`src/rtl/kbd_hex_display_if.sv`:
```
// kbd_hex_display_if: scancode strobe in, multiplexed display and status out
interface kbd_hex_display_if;
  logic [7:0] scancode;
  logic       valid;
  logic [3:0] an;
  logic [6:0] seg;
  logic [2:0] count;
  logic       err;
  modport master(output scancode, valid, input an, seg, count, err);
  modport slave(input scancode, valid, output an, seg, count, err);
endinterface

```
`src/rtl/kbd_hex_display.sv`:
```
// kbd_hex_display: 4-char hex key history shown on a multiplexed 7-segment display
module kbd_hex_display #(
  parameter int CNT_WIDTH = 16
) (
  input logic             clk,
  input logic             reset,
  kbd_hex_display_if.slave bus
);
  logic [CNT_WIDTH-1:0] refresh;
  logic [1:0] sel;
  logic [3:0] occ;
  logic [3:0] nib [4];
  logic [2:0] count_q;
  logic       err_q;
  logic [3:0] an_q;
  logic [6:0] seg_q;
  logic       is_hex, is_bs, is_clr, unknown;
  logic [3:0] code_nib;
  function automatic logic [6:0] font(input logic [3:0] n);
    case (n)
      4'h0: return 7'h40;
      4'h1: return 7'h79;
      4'h2: return 7'h24;
      4'h3: return 7'h30;
      4'h4: return 7'h19;
      4'h5: return 7'h12;
      4'h6: return 7'h02;
      4'h7: return 7'h78;
      4'h8: return 7'h00;
      4'h9: return 7'h10;
      4'hA: return 7'h08;
      4'hB: return 7'h03;
      4'hC: return 7'h46;
      4'hD: return 7'h21;
      4'hE: return 7'h06;
      default: return 7'h0E;
    endcase
  endfunction
  always_comb begin
    is_hex   = 1'b1;
    is_bs    = 1'b0;
    is_clr   = 1'b0;
    code_nib = 4'h0;
    case (bus.scancode)
      8'h45: code_nib = 4'h0;
      8'h16: code_nib = 4'h1;
      8'h1E: code_nib = 4'h2;
      8'h26: code_nib = 4'h3;
      8'h25: code_nib = 4'h4;
      8'h2E: code_nib = 4'h5;
      8'h36: code_nib = 4'h6;
      8'h3D: code_nib = 4'h7;
      8'h3E: code_nib = 4'h8;
      8'h46: code_nib = 4'h9;
      8'h1C: code_nib = 4'hA;
      8'h32: code_nib = 4'hB;
      8'h21: code_nib = 4'hC;
      8'h23: code_nib = 4'hD;
      8'h24: code_nib = 4'hE;
      8'h2B: code_nib = 4'hF;
      8'h66: begin
        is_hex = 1'b0;
        is_bs  = 1'b1;
      end
      8'h76: begin
        is_hex = 1'b0;
        is_clr = 1'b1;
      end
      default: is_hex = 1'b0;
    endcase
    unknown = !is_hex && !is_bs && !is_clr;
  end
  always_ff @(posedge clk) begin
    if (!reset) begin
      refresh <= '0;
      sel     <= 2'd0;
      occ     <= 4'h0;
      nib     <= '{default: 4'h0};
      count_q <= 3'd0;
      err_q   <= 1'b0;
      an_q    <= 4'hF;
      seg_q   <= 7'h7F;
    end else begin
      refresh <= refresh + 1'b1;
      if (&refresh) sel <= sel + 2'd1;
      err_q <= bus.valid && unknown;
      if (bus.valid && is_hex) begin
        occ     <= {occ[2:0], 1'b1};
        nib[3]  <= nib[2];
        nib[2]  <= nib[1];
        nib[1]  <= nib[0];
        nib[0]  <= code_nib;
        count_q <= (count_q == 3'd4) ? 3'd4 : count_q + 3'd1;
      end else if (bus.valid && is_bs && count_q != 3'd0) begin
        occ     <= {1'b0, occ[3:1]};
        nib[0]  <= nib[1];
        nib[1]  <= nib[2];
        nib[2]  <= nib[3];
        count_q <= count_q - 3'd1;
      end else if (bus.valid && is_clr) begin
        occ     <= 4'h0;
        count_q <= 3'd0;
      end
      // outputs lag the select/buffer by one register stage
      an_q  <= ~(4'b0001 << sel);
      seg_q <= occ[sel] ? font(nib[sel]) : 7'h7F;
    end
  end
  assign bus.an    = an_q;
  assign bus.seg   = seg_q;
  assign bus.count = count_q;
  assign bus.err   = err_q;
endmodule

```
`src/flat_wrapper.sv`:
```
// flat-port wrapper written by rule: the top's interface ports become plain ports
module kbd_hex_display_flat 
#(
  parameter int CNT_WIDTH = 16
)
  (clk, reset, bus_scancode, bus_valid, bus_an, bus_seg, bus_count, bus_err);
  kbd_hex_display_if bus_i ();
  input logic clk;
  input logic reset;
  input wire logic [$bits(bus_i.scancode)-1:0] bus_scancode;
  input wire logic [$bits(bus_i.valid)-1:0] bus_valid;
  output wire logic [$bits(bus_i.an)-1:0] bus_an;
  output wire logic [$bits(bus_i.seg)-1:0] bus_seg;
  output wire logic [$bits(bus_i.count)-1:0] bus_count;
  output wire logic [$bits(bus_i.err)-1:0] bus_err;
  assign bus_i.scancode = bus_scancode;
  assign bus_i.valid = bus_valid;
  assign bus_an = bus_i.an;
  assign bus_seg = bus_i.seg;
  assign bus_count = bus_i.count;
  assign bus_err = bus_i.err;
  kbd_hex_display #(.CNT_WIDTH(CNT_WIDTH)) u_core (.clk(clk), .reset(reset), .bus(bus_i));
endmodule
```
`config.mk`:
```
export PLATFORM = sky130hd
export DESIGN_NAME = kbd_hex_display_flat
export DESIGN_NICKNAME = d
export VERILOG_FILES = /design/src/rtl/kbd_hex_display_if.sv /design/src/rtl/kbd_hex_display.sv /design/src/flat_wrapper.sv
export SDC_FILE = /design/constraint.sdc
export NUM_CORES = 1
export LEC_CHECK = 0
export ABC_CLOCK_PERIOD_IN_PS = 1900
export BUFFER_PORTS_ARGS = -buffer_cell sky130_fd_sc_hd__buf_4
export CORE_MARGIN = 2
export CORE_UTILIZATION = 54
export DETAILED_ROUTE_END_ITERATION = 10
export PLACE_DENSITY = 0.76
export REMOVE_ABC_BUFFERS = 1
export SKIP_CTS_REPAIR_TIMING = 1
export SYNTH_ARGS = -nofsm -noshare
export SYNTH_HDL_FRONTEND = slang
export SYNTH_SLANG_ARGS = --single-unit
```
`constraint.sdc`:
```
create_clock -name clk -period 1.9 [get_ports clk]
set_clock_uncertainty 0.1 [all_clocks]
set_input_delay 0.095 -clock clk [delete_from_list [all_inputs] [get_ports clk]]
set_output_delay 0.095 -clock clk [all_outputs]
set_load 0.01 [all_outputs]
```
# == Yosys cells after proc, flatten, opt, wreduce, memory -nomap -nowiden ==
# Memories as Yosys holds them, arrays and structs flattened. A register that Yosys moved wholly into a read port is not among the register bits.
# Cells that the tools add are included.
# totals
ff_bits,46
romBits,112
inputBits,11
output_inout_bits,15
word_cells,74
mem_count,1
# mem_list
memory,depth,width,rd,rd_ports_with_merged_regs,write_ports,line,text
(name not given),16,7,1,1,0,kbd_hex_display.sv:20,case (n)
# op_classes
n_addsub,4
order_cmp,2
n_eq_ne,19
shifts,1
muxes,18
n_bitwise,2
reduce_logical,17
# op_table
cell,count
== test 8 x 6 -> 1 bit (second input constant),11
case mux 4 bit (15 select lines),1
== test 8 x 7 -> 1 bit (second input constant),4
== test 8 x 5 -> 1 bit (second input constant),3
2-to-1 mux 12 bit,2
2-to-1 mux 4 bit,5
adder 16 x 1 -> 16 bit (second input constant),1
AND reduction 16 bit,1
OR reduction 16 bit,1
2-to-1 mux 3 bit,4
binary-select mux 4 bit (select 2 bit),1
logical AND 1 bit,7
nonzero test 3 bit,2
logical NOT 1 bit,4
2-to-1 mux 1 bit,4
inverter 4 bit,1
<< shifter 1 x 2 -> 4 bit (first input constant),1
adder 3 x 1 -> 3 bit (second input constant),1
== test 3 bit (second input constant),1
>= comparator 3 bit (second input constant),1
< comparator 2 x 3 -> 1 bit (second input constant),1
inverter 2 -> 3 bit,1
subtractor 3 x 1 -> 3 bit (second input constant),1
adder 2 x 1 -> 2 bit (second input constant),1
3 further kinds,3

# == Longest topological paths before layout ==
# Gate-level depths: netlist of the first run.
# depth
word_depth,7
depth_mapped,9
ltp_nobuf,8

# == Worst setup path after synthesis of the first run ==
# OpenSTA, ideal clock, no wires.
# synth_timing
path_type,reg2reg
start,reg u_core.count_q[0] (netlist: u_core.bus.count[0])
end,reg u_core.count_q[2] (netlist: u_core.bus.count[2])
setup_time_ns,0.060
arrival_time_ns,1.841
required_ns,1.740
path_slack_ns,-0.101
path_stages_with_launch,10
n_path_buf,1
period_less_slack_ns,2.001
cell_sequence,dfxtp_1 inv_1 ha_1 inv_1 nor2_1 or3_1 buf_2 o2111a_1 o22ai_1 o311a_1
# synth_between
elab_chain_cells,4
# synth_rtl
element,line,text
"start, declared",kbd_hex_display.sv:13,logic [2:0] count_q;
"start signal, assigned",kbd_hex_display.sv:93,count_q <= (count_q == 3'd4) ? 3'd4 : count_q + 3'd1;
"start signal, assigned",kbd_hex_display.sv:99,count_q <= count_q - 3'd1;
"parallel branches: the longest is 4 deep, another holds subtractor 3 x 1 -> 3 bit",n/a,
# Parallel ways; which one is timed is not known.
# A chain may end at the register's enable or synchronous reset.

# == Final worst setup path of the first run ==
# layout_timing
start,reg u_core.sel[0]
end,reg u_core.seg_q[3] (netlist: u_core.bus.seg[3])
# layout_between
elab_chain_cells,4
# layout_rtl
element,line,text
"start, declared",kbd_hex_display.sv:10,logic [1:0] sel;
"start signal, assigned",kbd_hex_display.sv:85,if (&refresh) sel <= sel + 2'd1;
binary-select mux 1 bit (select 2 bit) / inverter 2 -> 3 bit (equally long branches),kbd_hex_display.sv:106,seg_q <= occ[sel] ? font(nib[sel]) : 7'h7F;
2-to-1 mux 1 bit (implied by the code) / binary-select mux 4 bit (select 2 bit) (equally long branches),kbd_hex_display.sv:106,
AND reduction 2 bit (no line) / 2-to-1 mux 4 bit (equally long branches),n/a,
logical NOT 1 bit (no line) / 2-to-1 mux 4 bit (equally long branches),n/a,
"end, declared",kbd_hex_display.sv:16,logic [6:0] seg_q;
# Several ways; a longest one is shown, not always the timed one. The select of a mux whose other input is x is not followed.

==> results of run 1 <==
[flip-flops by register name, summed over array words and instances, names as in the netlist]
register and count:
u_core.bus.count 3, u_core.sel 2, u_core.bus.err 1, u_core.nib 16, u_core.bus.seg 7, u_core.occ 4, u_core.bus.an 4, u_core.refresh 16
[worst paths after layout]
path | startpoint | endpoint | slack [ns] | cells past startpoint
setup / recovery | u_core.sel[0] | u_core.bus.seg[3] | 0.09 | 7
hold / removal | bus_scancode[7] | u_core.bus.err | 0.06 | 3
setup reg to reg | u_core.sel[0] | u_core.bus.seg[3] | 0.09 | 7
hold reg to reg | u_core.nib[2] | u_core.nib[2] | 0.39 | 2
[power by group]
group / leakage [nW] / internal (mW) / switching [mW]
Clock: 0.0487 / 0.269 / 0.385
Sequential: 0.431 / 1.13 / 0.0159
Combinational: 0.893 / 0.161 / 0.191
Total: 1.37 / 1.56 / 0.591
[worst register-to-register path, delay by kind of cell, from the launching register on]
family,cells,cell delay [ns]
multiplexers,1,0.54
buffers and inverters,1,0.14
AO/OA/AOI/OAI,2,0.24
flip-flops,1,0.38
adder cells (fa/ha/maj),1,0.24
AND/OR/NAND/NOR,2,0.13
[layout make-up]
cell class              instances  area share
repair buffers                 64       0.136
clock buffers                   5      0.0186
inverters                      12      0.0122
flip-flops and latches         53       0.288
well taps                      72      0.0244
clock inverters                 3     0.00711
multi-input cells             266       0.514
[cells by family (layout without fill, tap and decap cells)]
| group | count (synthesis) | in the layout |
|---|---|---|
| and+or+nand+nor | 131 | 131 |
| AOI/OAI and AO/OA | 89 | 89 |
| DFF | 53 | 53 |
| buffers and inverters | 38 | 84 |
| xor gates and xnor gates | 16 | 16 |
| adders and majority gates | 14 | 14 |
| muxes | 16 | 16 |
[per-layer routing]
layer | GRT usage | wire (um) | up-vias
li1 | - | - | 1386
met1 | 0.304 | 2920 | 1316
met2 | 0.392 | 3510 | 99
met3 | 0.0294 | 389 | 10
met4 | 0.0627 | 91 | 0
met5 | 0 | 0 | -
[layout by cell type (no fill, tap or decap), types with 8 or more instances in the layout]
cell,count
sky130_fd_sc_hd__ha_1,10
sky130_fd_sc_hd__xor2_1,10
sky130_fd_sc_hd__buf_4,60
sky130_fd_sc_hd__a211oi_1,8
sky130_fd_sc_hd__a31oi_1,8
sky130_fd_sc_hd__nand3_1,17
sky130_fd_sc_hd__nand2_1,29
sky130_fd_sc_hd__o21ai_1,11
sky130_fd_sc_hd__nand4_1,12
sky130_fd_sc_hd__nor2_1,28
sky130_fd_sc_hd__inv_1,8
sky130_fd_sc_hd__dfxtp_1,51
sky130_fd_sc_hd__mux2i_1,9
sky130_fd_sc_hd__a21oi_1,26
==> summary.txt, run 1 <==
Synthesis
  • Count of warnings emitted by yosys: 0
  • Post-Synth XOR/XNOR Area: 0.0451
  • Largest area contributor in the netlist: sky130_fd_sc_hd__dfxtp_1
  • Synth Instances: approximately 360
  • Number of flops mapped to enable cells by yosys: 0
  • Synthesized area: around 3100 um^2
  • Portion of synthesized cell area occupied by the leading cell type: 0.342
  • Adder-cell area share of the yosys netlist: 0.0564
  • Compound-cell area share of the yosys netlist: 0.192
  • Predominant post-synthesis flop cell: sky130_fd_sc_hd__dfxtp_1
  • Synth top area cells: sky130_fd_sc_hd__dfxtp_1, sky130_fd_sc_hd__ha_1, sky130_fd_sc_hd__a21oi_1
  • Syn avg cell area: 8.70 um^2
  • Combinational family with the most area after synthesis: simple AND/OR/NAND/NOR gates
  • Ys async rst share: 0
  • Count of unique library cells instantiated by Yosys: 60
  • Synthesized-area fraction occupied by and/or/nand/nor cells: 0.228
  • Proportion of synthesized chip area in sequential cells: 0.342
  • Share of cell area taken by muxes after synthesis: 0.0725
  • Top cells by instance count after synthesis: sky130_fd_sc_hd__dfxtp_1, sky130_fd_sc_hd__nand2_1, sky130_fd_sc_hd__nor2_1
  • Post-synthesis register bit count: 53
  • Most numerous cell in the Yosys netlist: sky130_fd_sc_hd__dfxtp_1

Timing
  • Fin crit share: 0.954
  • Final WS setup: between 0.08 and 0.09 ns
  • Setup repair after global routing missed its margin: true
  • Min Clock Period, post-route: ~1.8 ns
  • Worst hold slack: around 0.064 ns
  • Actual slew at the worst max-slew pin: roughly 0.41 ns
  • Number of setup violations in the final report: 0
  • Summed negative setup slack over all endpoints: 0 ns
  • Final-report hold violation count: 0
  • Worst relative slew slack: 0.727
  • Slew Limit Fails: 0
  • Max Clock Freq: about 0.55 GHz

Clock network
  • Latest clock arrival within the worst-skew pair: roughly 0.31 ns
  • Clk slew on worst S/H paths: 0.10 ns
  • Clock buffer count from CTS: 5
  • Sink Count: 53
  • CTS Root Cell: sky130_fd_sc_hd__clkbuf_8
  • Clock tree from TritonCTS: built
  • Number of levels the H-tree was split into: 2
  • Maximum clock insertion buffer count: 2

Job
  • Max-capacitance violation count: 0

Routing
  • Number of nets with antenna violations after detailed routing: 0
  • First-pass iteration count of the detailed router: 4
  • Detailed-route via count: approximately 2800
  • Wire length reported by the detailed router: 6910 um
  • Post-DR wirelength/cell: roughly 15 um
  • Number of DRC violations after detailed-routing iteration 0: 283
  • Number of remaining DRC errors: 0
  • Vias per cell: about 5.9

Critical path
  • Max incr delay on CP: around 0.54 ns
  • Worst Path Buf+Inv: 1
  • Master of the slowest instance on the critical path: sky130_fd_sc_hd__mux4_2
  • Worst Setup Start Kind: flip-flop
  • Critical path endpoint category: flip-flop
  • Data arrival time of the critical path: around 2 ns
  • Top Family by Delay on Critical Path: multiplexers
  • Crit path max fanout: 5
  • Data required time of the worst path: ~2.1 ns
  • Worst path cell trace: mux4_2, inv_2, ha_2, nor2_1, a21oi_1, o21ai_0, nand2_1
  • Crit path kind: flip-flop to flip-flop

Floorplan
  • Core Footprint: approximately 5500 um^2
  • Number of placed I/O pins: 26
  • Overall die area: ~6400 um^2
  • Starting Density: 0.561
  • Floorplan row count: 27
  • Chip width: between 70 and 80 um
  • Die extent in y: around 80 um

Finish
  • Fraction of layout cells with a size suffix above 1: 0.258
  • Synth-to-Final Area Change: 19.0%
  • Final antenna diode count: 0
  • Final-stage net count: about 430
  • Cell area after layout: around 3700 um^2
  • Final core utilization: 0.667
  • # fillers: around 460
  • Area of the multi-input gates: ~1900 um^2
  • Area occupied by registers: roughly 1100 um^2
  • Final cell count without fillers: roughly 480

Power and ir drop
  • Tot Pwr: 2.15 mW
  • Power Density: around 600 nW/um^2
  • Worst voltage drop across the vdd grid: 0.345 mV
  • Leak: 1.37 nW

GRT
  • Initial antenna violation count: 0
  • Total track usage: 0.229
  • Global-route wire length before repair: roughly 12000 um
  • Largest net degree at the start of global routing: 22
  • Total overflow reported by the global router: 0
  • Via count of the first global-routing pass: approximately 2600

Status
  • Run status: complete, no violations

Placed design
  • Cell total after placement: roughly 460
  • Instance area at placement: 3500 um^2
  • Estimated wirelength of the detail-placed design: 4870 um
  • Setup WS pre-CTS: -0.00708 ns
  • Port bufs: 25
  • Final estimated routing congestion in global placement: 0.918

Hold path
  • Worst min path class: input port to flip-flop
Note: power is estimated with default switching activity, not from simulation.
==> inputs of run 2 (changes only) <==
==> constraint.sdc (replaced) <==
create_clock -name clk -period 1.9 [get_ports clk]
set_clock_uncertainty 0.1 [all_clocks]
set_input_delay 0.19 -clock clk [delete_from_list [all_inputs] [get_ports clk]]
set_output_delay 0.19 -clock clk [all_outputs]
set_load 0.01 [all_outputs]
==> summary.txt, run 2 (same netlist as run 1, synthesis figures left out) <==
Routing
  • Number of nets with antenna violations after detailed routing: 0
  • Detailed-route via count: 2765
  • Number of DRC violations after detailed-routing iteration 0: around 230
  • Vias per cell: approximately 5.8
  • Post-DR wirelength/cell: about 14 um
  • First-pass iteration count of the detailed router: 5
  • Wire length reported by the detailed router: around 7000 um
  • Number of remaining DRC errors: 0

Critical path
  • Crit path max fanout: 3
  • Levels on crit path: 8
  • R2R Setup Slk: 0.06 ns
  • Max incr delay on CP: around 0.38 ns
  • Crit path kind: flip-flop to flip-flop
  • Critical path endpoint category: flip-flop
  • Master of the slowest instance on the critical path: sky130_fd_sc_hd__or3_4
  • Worst Setup Start Kind: flip-flop
  • Top Family by Delay on Critical Path: compound AO/OA/AOI/OAI gates
  • Data required time of the worst path: between 2 and 2.5 ns
  • Worst path cell trace: inv_1, ha_1, inv_2, nor2_2, or3_4, o2111a_1, o22ai_1, o311a_1
  • Data arrival time of the critical path: 2.00 ns
  • Number of cells on the worst reg-to-reg path: 8
  • Worst Path Buf+Inv: 2

Finish
  • Final-stage net count: roughly 430
  • # fillers: roughly 480
  • Fraction of layout cells with a size suffix above 1: 0.256
  • Most frequent standard cell in the layout excluding fill and tap cells: sky130_fd_sc_hd__buf_4
  • Area of the multi-input gates: 1860 um^2
  • Synth-to-Final Area Change: 19.8%
  • Final antenna diode count: 0
  • Final core utilization: 0.672
  • Area occupied by registers: 1070 um^2
  • Commonest cells after routing, fill and taps aside: sky130_fd_sc_hd__buf_4, sky130_fd_sc_hd__dfxtp_1, sky130_fd_sc_hd__nand2_1

Status
  • Run status: complete, no violations

Floorplan
  • Overall die area: 6370 um^2
  • Floorplan row count: 27
  • Starting Density: 0.561
  • Core Footprint: between 5000 and 6000 um^2
  • Number of placed I/O pins: 26
  • Die extent in y: about 80 um
  • Chip width: ~80 um

Power and ir drop
  • Tot Pwr: roughly 2.2 mW
  • Fraction of power consumed by sequential logic: 0.534
  • Worst voltage drop across the vdd grid: 0.329 mV
  • Share of total power in the clock network: 0.303
  • Power Density: 579 nW/um^2
  • Switching power of the nets: between 500 and 600 uW
  • Fraction of power spent switching nets: 0.264
  • Leak: ~1.4 nW
  • Pint: 1.59 mW
  • Combinational Power Share: 0.162

Placed design
  • Port bufs: 25
  • Final estimated routing congestion in global placement: slightly below 0.9
  • Estimated wirelength of the detail-placed design: around 5100 um

Timing
  • Actual slew at the worst max-slew pin: 0.689 ns
  • Fin crit share: 0.968
  • Slew Limit Fails: 0
  • Final-report hold violation count: 0
  • Worst hold slack: between 0.03 and 0.04 ns
  • Max Clock Freq: around 0.54 GHz
  • Worst relative slew slack: 0.537
  • Min Clock Period, post-route: ~1.8 ns
  • Number of setup violations in the final report: 0

GRT
  • Largest net degree at the start of global routing: 23
  • Total overflow reported by the global router: 0
  • Total track usage: 0.230
  • Global-route wire length before repair: 11800 um
  • Via count of the first global-routing pass: 2557
  • Initial antenna violation count: 0

Clock network
  • Latest clock arrival within the worst-skew pair: slightly above 0.3 ns
  • Clk slew on worst S/H paths: around 0.09 ns
  • Number of levels the H-tree was split into: 2
  • Clock buffer count from CTS: 5
  • Clock tree from TritonCTS: built
  • Sink Count: 53
  • Maximum clock insertion buffer count: 2
  • CTS Root Cell: sky130_fd_sc_hd__clkbuf_8

Job
  • Max-capacitance violation count: 0

Hold path
  • Worst min path class: input port to flip-flop
  • Cell depth of the worst min-delay path: 2
==> run 2: power groups by stage <==
| stage | Sequential, mW | Combinational [mW] | Clock (mW) |
|---|---|---|---|
| 2_1_floorplan | 1.18 | 0.161 | 0 |
| 3_3_place_gp | 1.17 | 0.335 | 0 |
| 3_5_place_dp | 1.18 | 0.341 | 0 |
| 4_1_cts | 1.15 | 0.342 | 0.666 |
| 5_1_grt | 1.15 | 0.384 | 0.725 |
| 6_report | 1.15 | 0.350 | 0.653 |
==> run 2: final cells by class <==
class | count | area share
Multi-Input combinational cell | 266 | 0.500
Inverter | 12 | 0.0121
Sequential cell | 53 | 0.287
Clock inverter | 1 | 0.00202
Tap cell | 72 | 0.0242
Clock buffer | 6 | 0.0222
Timing Repair Buffer | 68 | 0.153
==> run 2: final timing paths <==
kind	start	endpoint
max	u_core.bus.count[0]	u_core.bus.count[2]
min	reset	u_core.bus.an[2]
max reg2reg	u_core.bus.count[0]	u_core.bus.count[2]
min reg2reg	u_core.nib[0]	u_core.nib[0]
==> run 2: metal layers <==
layer	routed length [um]	track usage
met5	0	0
met4	102	0.0729
met3	231	0.0351
met2	3430	0.396
met1	3160	0.294
==> run 2: stage by stage <==
step / instances / setup slack [ns] / cell area [um^2] / setup TNS (ns)
CTS: 476 / -0.0712 / 3680 / -0.386
floorplan: 331 / -0.346 / 2950 / -2.93
finish: 478 / 0.0602 / 3720 / 0
detailed placement: 469 / -0.127 / 3590 / -1.67
global route: 478 / -0.00430 / 3720 / -0.00711
global placement: 469 / -0.0762 / 3590 / -0.725
